### src/rtl/mdio_clause22_phy.sv
// MDIO Clause 22 responder: oversamples MDC on clk, decodes master frames,
// drives read data back on mdio and issues single-cycle register-file strobes.
module mdio_clause22_phy #(
  parameter logic [4:0] PHY_ADDR     = 5'd1,
  parameter int         PREAMBLE_LEN = 32,
  parameter int         SYNC_STAGES  = 2
) (
  input  logic        clk,
  input  logic        arst_n,
  input  logic        mdc,
  input  logic        mdio_i,
  output logic        mdio_o,
  output logic        mdio_oe,
  output logic [4:0]  reg_addr,
  output logic        reg_wr,
  output logic [15:0] reg_wr_data,
  output logic        reg_rd,
  input  logic [15:0] reg_rd_data,
  output logic        busy,
  output logic        frame_err
);
  localparam int            PW      = $clog2(PREAMBLE_LEN + 1);
  localparam logic [PW-1:0] PRE_MAX = PW'(PREAMBLE_LEN);

  typedef enum logic [2:0] {HUNT, ST, OP, PHYAD, REGAD, TA, DATA} state_t;

  logic [SYNC_STAGES-1:0] mdc_s, mdio_s;
  logic                   mdc_prev;
  logic                   mdc_rise, sdi;

  always_ff @(posedge clk or negedge arst_n) begin
    if (!arst_n) begin
      mdc_s    <= '0;
      mdio_s   <= '0;
      mdc_prev <= 1'b0;
    end else begin
      mdc_s    <= {mdc_s[SYNC_STAGES-2:0], mdc};
      mdio_s   <= {mdio_s[SYNC_STAGES-2:0], mdio_i};
      mdc_prev <= mdc_s[SYNC_STAGES-1];
    end
  end

  assign mdc_rise = mdc_s[SYNC_STAGES-1] & ~mdc_prev;
  assign sdi      = mdio_s[SYNC_STAGES-1];

  state_t        state;
  logic [PW-1:0] pre_cnt;
  logic [4:0]    bit_cnt;
  logic          op0, is_rd, rd_cap;
  logic [15:0]   sh, tx;

  always_ff @(posedge clk or negedge arst_n) begin
    if (!arst_n) begin
      state       <= HUNT;
      pre_cnt     <= '0;
      bit_cnt     <= '0;
      op0         <= 1'b0;
      is_rd       <= 1'b0;
      rd_cap      <= 1'b0;
      sh          <= '0;
      tx          <= '0;
      mdio_o      <= 1'b0;
      mdio_oe     <= 1'b0;
      reg_addr    <= '0;
      reg_wr      <= 1'b0;
      reg_wr_data <= '0;
      reg_rd      <= 1'b0;
      busy        <= 1'b0;
      frame_err   <= 1'b0;
    end else begin
      reg_wr    <= 1'b0;
      reg_rd    <= 1'b0;
      frame_err <= 1'b0;
      // read data arrives the clk after reg_rd; MDC is far slower, so it lands before TA
      rd_cap    <= reg_rd;
      if (rd_cap) tx <= reg_rd_data;
      if (mdc_rise) begin
        unique case (state)
          HUNT: begin
            if (sdi) begin
              if (pre_cnt != PRE_MAX) pre_cnt <= pre_cnt + 1'b1;
            end else if (pre_cnt == PRE_MAX) begin
              state   <= ST;
              busy    <= 1'b1;
              pre_cnt <= '0;
            end else begin
              pre_cnt <= '0;
            end
          end
          ST: begin
            if (sdi) begin
              state   <= OP;
              bit_cnt <= '0;
            end else begin
              state     <= HUNT;
              busy      <= 1'b0;
              frame_err <= 1'b1;
            end
          end
          OP: begin
            if (bit_cnt == 5'd0) begin
              op0     <= sdi;
              bit_cnt <= 5'd1;
            end else if (op0 != sdi) begin
              is_rd   <= op0;
              state   <= PHYAD;
              bit_cnt <= '0;
            end else begin
              state     <= HUNT;
              busy      <= 1'b0;
              frame_err <= 1'b1;
            end
          end
          PHYAD: begin
            sh <= {sh[14:0], sdi};
            if (bit_cnt == 5'd4) begin
              bit_cnt <= '0;
              if ({sh[3:0], sdi} == PHY_ADDR) state <= REGAD;
              else begin
                state <= HUNT;
                busy  <= 1'b0;
              end
            end else begin
              bit_cnt <= bit_cnt + 1'b1;
            end
          end
          REGAD: begin
            sh <= {sh[14:0], sdi};
            if (bit_cnt == 5'd4) begin
              reg_addr <= {sh[3:0], sdi};
              reg_rd   <= is_rd;
              state    <= TA;
              bit_cnt  <= '0;
            end else begin
              bit_cnt <= bit_cnt + 1'b1;
            end
          end
          TA: begin
            // reads ignore mdio here: the master has released the line
            if (bit_cnt == 5'd0) begin
              if (!is_rd && !sdi) begin
                state     <= HUNT;
                busy      <= 1'b0;
                frame_err <= 1'b1;
              end else begin
                bit_cnt <= 5'd1;
              end
            end else if (is_rd) begin
              mdio_oe <= 1'b1;
              mdio_o  <= 1'b0;
              state   <= DATA;
              bit_cnt <= '0;
            end else if (sdi) begin
              state     <= HUNT;
              busy      <= 1'b0;
              frame_err <= 1'b1;
            end else begin
              state   <= DATA;
              bit_cnt <= '0;
            end
          end
          DATA: begin
            if (is_rd) begin
              if (bit_cnt == 5'd16) begin
                mdio_oe <= 1'b0;
                mdio_o  <= 1'b0;
                busy    <= 1'b0;
                state   <= HUNT;
              end else begin
                mdio_o  <= tx[15];
                tx      <= {tx[14:0], 1'b0};
                bit_cnt <= bit_cnt + 1'b1;
              end
            end else begin
              sh <= {sh[14:0], sdi};
              if (bit_cnt == 5'd15) begin
                reg_wr      <= 1'b1;
                reg_wr_data <= {sh[14:0], sdi};
                busy        <= 1'b0;
                state       <= HUNT;
              end else begin
                bit_cnt <= bit_cnt + 1'b1;
              end
            end
          end
          default: state <= HUNT;
        endcase
      end
    end
  end
endmodule

### config.mk
export PLATFORM = sky130hd
export DESIGN_NAME = mdio_clause22_phy
export DESIGN_NICKNAME = d
export VERILOG_FILES = /design/src/rtl/mdio_clause22_phy.sv
export SDC_FILE = /design/constraint.sdc
export NUM_CORES = 1
export LEC_CHECK = 0
export ABC_AREA = 0
export BUFFER_PORTS_ARGS = -buffer_cell sky130_fd_sc_hd__buf_2
export CAP_MARGIN = 15
export CORE_MARGIN = 3
export CORE_UTILIZATION = 40
export CTS_CLUSTER_DIAMETER = 50
export CTS_CLUSTER_SIZE = 16
export DETAILED_ROUTE_END_ITERATION = 7
export PLACE_DENSITY = 0.67
export SYNTH_ARGS = -nofsm -noshare
export SYNTH_HDL_FRONTEND = slang
export SYNTH_SLANG_ARGS = --single-unit
### constraint.sdc
create_clock -name clk -period 2.35 [get_ports clk]
set_clock_uncertainty 0.15 [all_clocks]
set_input_delay 0.705 -clock clk [delete_from_list [all_inputs] [get_ports clk]]
set_output_delay 0.705 -clock clk [all_outputs]
set_load 0.01 [all_outputs]
==> results.md <==
- Status: complete, but fails checks
- Failing checks: setup timing
- Critical path buffers and inverters: 0
- Synthesis-stage register bit count: 80
- Clock Latency Late Sink: 350 ps
- Mapped Area: 3850 um2
- Comb pwr share: 3.9%
- Adder-Cell Fraction of Synth Area: 1.63%
- Mux cell area share after synthesis: 15.8%
- Layout cells sized above 1: 38.2%
- Xor and xnor fraction of the mapped netlist area: 0.228%
- N_diodes: 0
- Hold Path Class: input port to async pin
- Leak: 2.21 nW
- # setup viols final: 1
- CP required: 2450 ps
- Main area contributors after synthesis: dfrtp_1, mux2_2, mux2i_1
- Sequential-to-total area share from yosys stat: 52.0%
- Kind of critical path: register to register
- Port bufs: 46
- Post-route ant nets: 0
- Residual DRC count: 0
- Ys async rst share: 100%
- CP startpoint kind: register
- CP Launch Point: bit_cnt[0]$_DFFE_PN0P_
- Initial drt markers: 183
- Synth unique cells: 58
- EDFF count, synth: 0
- Post-Synthesis Cells: 347
- Fillers: 856
- Clock share of power: 43.4%
- Net Switching: 611 uW
- CP Capture Type: register
- Unrepaired setup endpoints after global routing: yes
- Compound-Gate Fraction of Synth Area: 11.8%
- DIE AREA: 10800 um2
- Pre-CTS setup slack: -82.9 ps
- Largest net degree at the start of global routing: 51
- Period utilisation layout: 102%
- Total core area: 9280 um2
- GR Util All Layers: 16.2%
- Post-DR vias/cell: 5.21
- Main synth FF type: dfrtp_1
- Clock Path Buffers: 2
- Critical R2R Launch: bit_cnt[0]$_DFFE_PN0P_
- Crit path DAT: 2500 ps
- Period minus WS final: 2400 ps
- Final hold violations: 0
- Post-Synth Simple-Gate Area: 14.8%
- CTS clk-pin slew, worst paths: 90 ps
- CP Depth: 8
- P per Cell Area: 553 nW/um2
- RD Place Congestion: 0.872
- Top cell family by delay on the critical path: simple AND/OR/NAND/NOR gates
- Post-synth top area cell: dfrtp_1
- Pwr Total: 2.65 mW
- Worst path slowest cell: or4bb_1
- Cts bufs inserted: 9
- Vias in the first global route: 2988
- DIE HEIGHT: 104 um
- Worst R2R Path Depth: 8
- Starting density of the core: 41.5%
- Via Count: 2909
- # nets final: 449
- Fin worst setup slack: -50.3 ps
- CTS Root Cell: clkbuf_8
- WL/cell: 14.9 um
- Largest stage delay, worst path: 490 ps
- Combinational family with the most area after synthesis: multiplexers
- Int Pwr: 2.04 mW
- Top-area cell type share of the netlist area: 52.0%
- Max-cap violations: 0
- Crit Path Max Fanout: 4
- Max_slew headroom: 52.8%
- Antenna violations before repair: 0
- Detail Placement HPWL: 5.83 mm
- CTS sink cnt: 80
- First-pass GRT wire length: 14.4 mm
- Area delta synth->final: 24.7%
- Hold_buf cts: 0
- Net Sw Frac: 23.0%
- Mapped Avg Cell Area: 11.1 um2
- VDD IR max: 0.000412 V
- Final Max Slew Viols: 0
- Worst-Margin Slew: 707 ps
- Remaining global-route overflow: 0
- Drt total wl: 8.33 mm
- Num rows: 35
- Final Util: 51.7%
- Yosys warning total: 0
- Die X-Extent: 104 um
- Reg power frac: 52.7%
- Crit path cell chain: ha_2 -> and3_4 -> ha_4 -> or4bb_1 -> a21oi_2 -> a2111o_2 -> nor4_4 -> mux2_4
- Htree depth: 3
- Max Fclk: 0.417 GHz
- Top Ports: 47
- TritonRoute pass-1 iters: 4
- CTS tree: done
- Syn Nets: 372
-- per-stage QoR --
| stage | area, um2 | TNS, ps | hold slack (ps) | instances |
|---|---|---|---|---|
| final | 4800 | -50.3 | 123 | 558 |
| after global routing | 4800 | -327 | 139 | 558 |
| after CTS | 4720 | -42.9 | 133 | 556 |
| after detailed placement | 4480 | -1220 | 187 | 540 |
| after global placement | 4480 | -299 | 185 | 540 |
| after floorplan | 3860 | 0 | 181 | 347 |
-- timing repair --
| action | CTS | global route |
|---|---|---|
| resized for setup | 6 | 14 |
| buffers inserted | 0 | 3 |
| setup endpoints to repair | 21 | 16 |
| pin swaps | 1 | 7 |
-- cell usage in the layout, fill, tap and decap left out, types with 5 or more instances in the layout --
cell,n
mux2_1,5
buf_2,45
clkbuf_8,9
nor2_1,10
o21ai_0,30
nor3_1,8
mux2i_1,19
nand2b_1,7
dfrtp_1,79
buf_4,41
inv_1,8
mux2_2,31
nand2_1,32
nand3_1,9
a21oi_1,10
-- cells by family (layout without fill, tap and decap cells) --
| group | after synthesis | in the layout |
|---|---|---|
| fa+ha+maj | 5 | 5 |
| flops | 80 | 80 |
| xor+xnor | 1 | 1 |
| compound gates | 72 | 72 |
| mux | 56 | 56 |
| simple gates | 100 | 100 |
| buf+inv | 33 | 115 |
-- final timing paths --
kind                                       endpoint  slack, ps
max in group asynchronous         sh[2]$_DFFE_PN0P_       1320
worst max register to register     busy$_DFFE_PN0P_        -50
worst min-delay path            mdio_s[0]$_DFF_PN0_        120
worst min register to register   mdc_s[1]$_DFF_PN0_        200
min in group clk                 mdc_s[1]$_DFF_PN0_        200
worst max-delay path               busy$_DFFE_PN0P_        -50
-- final cells by class --
cell class              instances  area [um2]  area share [%]
clock buffers                   9         124            2.58
multi-input cells             234        1790            37.4
flip-flops and latches         80        2000            41.7
inverters                      11        41.3           0.860
repair buffers                 88         573            11.9
well taps                     129         161            3.36
clock inverters                 7         103            2.14
-- synthesized netlist by cell type, drive strengths merged, types with 2 or more instances --
master   n
a211oi   3
a21oi   11
a22o     2
a31oi    4
a41o     2
and2     3
buf     11
clkbuf  11
dfrtp   80
ha       5
inv     11
mux2    37
mux2i   19
nand2   32
nand2b   7
nand3   10
nand3b   2
nor2    12
nor2b    2
nor3     9
nor3b    2
nor4     3
nor4bb   6
o211a    2
o21ai   33
o22ai    3
o31ai    4
or3      2
-- state kept, by name, indices dropped and copies added (netlist names) --
signal / flops
mdio_oe: 1
pre_cnt: 6
frame_err: 1
mdc_prev: 1
reg_wr_data: 16
sh: 15
rd_cap: 1
reg_wr: 1
mdc_s: 2
is_rd: 1
op0: 1
busy: 1
tx: 16
mdio_s: 2
state: 3
mdio_o: 1
reg_rd: 1
reg_addr: 5
bit_cnt: 5
-- power groups by stage --
stage	clock network (mW)	registers [mW]	logic, mW
after floorplan	0	1.42	0.0360
after global placement	0	1.42	0.101
after detailed placement	0	1.43	0.106
after CTS	1.18	1.40	0.106
after global routing	1.24	1.40	0.120
final	1.15	1.40	0.104
-- routing by layer --
layer / vias up / wire [um] / GRT usage [%]
met5: - / 0 / 0
met2: 69 / 4070 / 26.6
met1: 1422 / 3740 / 21.2
li1: 1408 / - / -
met4: 0 / 107 / 4.94
met3: 10 / 413 / 4.16
-- worst register-to-register path: cells and delay by family, from the launching register on --
family | cells | cell delay [ps]
AO/OA/AOI/OAI | 2 | 320
adder cells (fa/ha/maj) | 2 | 350
flip-flops | 1 | 420
multiplexers | 1 | 300
AND/OR/NAND/NOR | 3 | 730
Power figures use the tool's default switching activity.
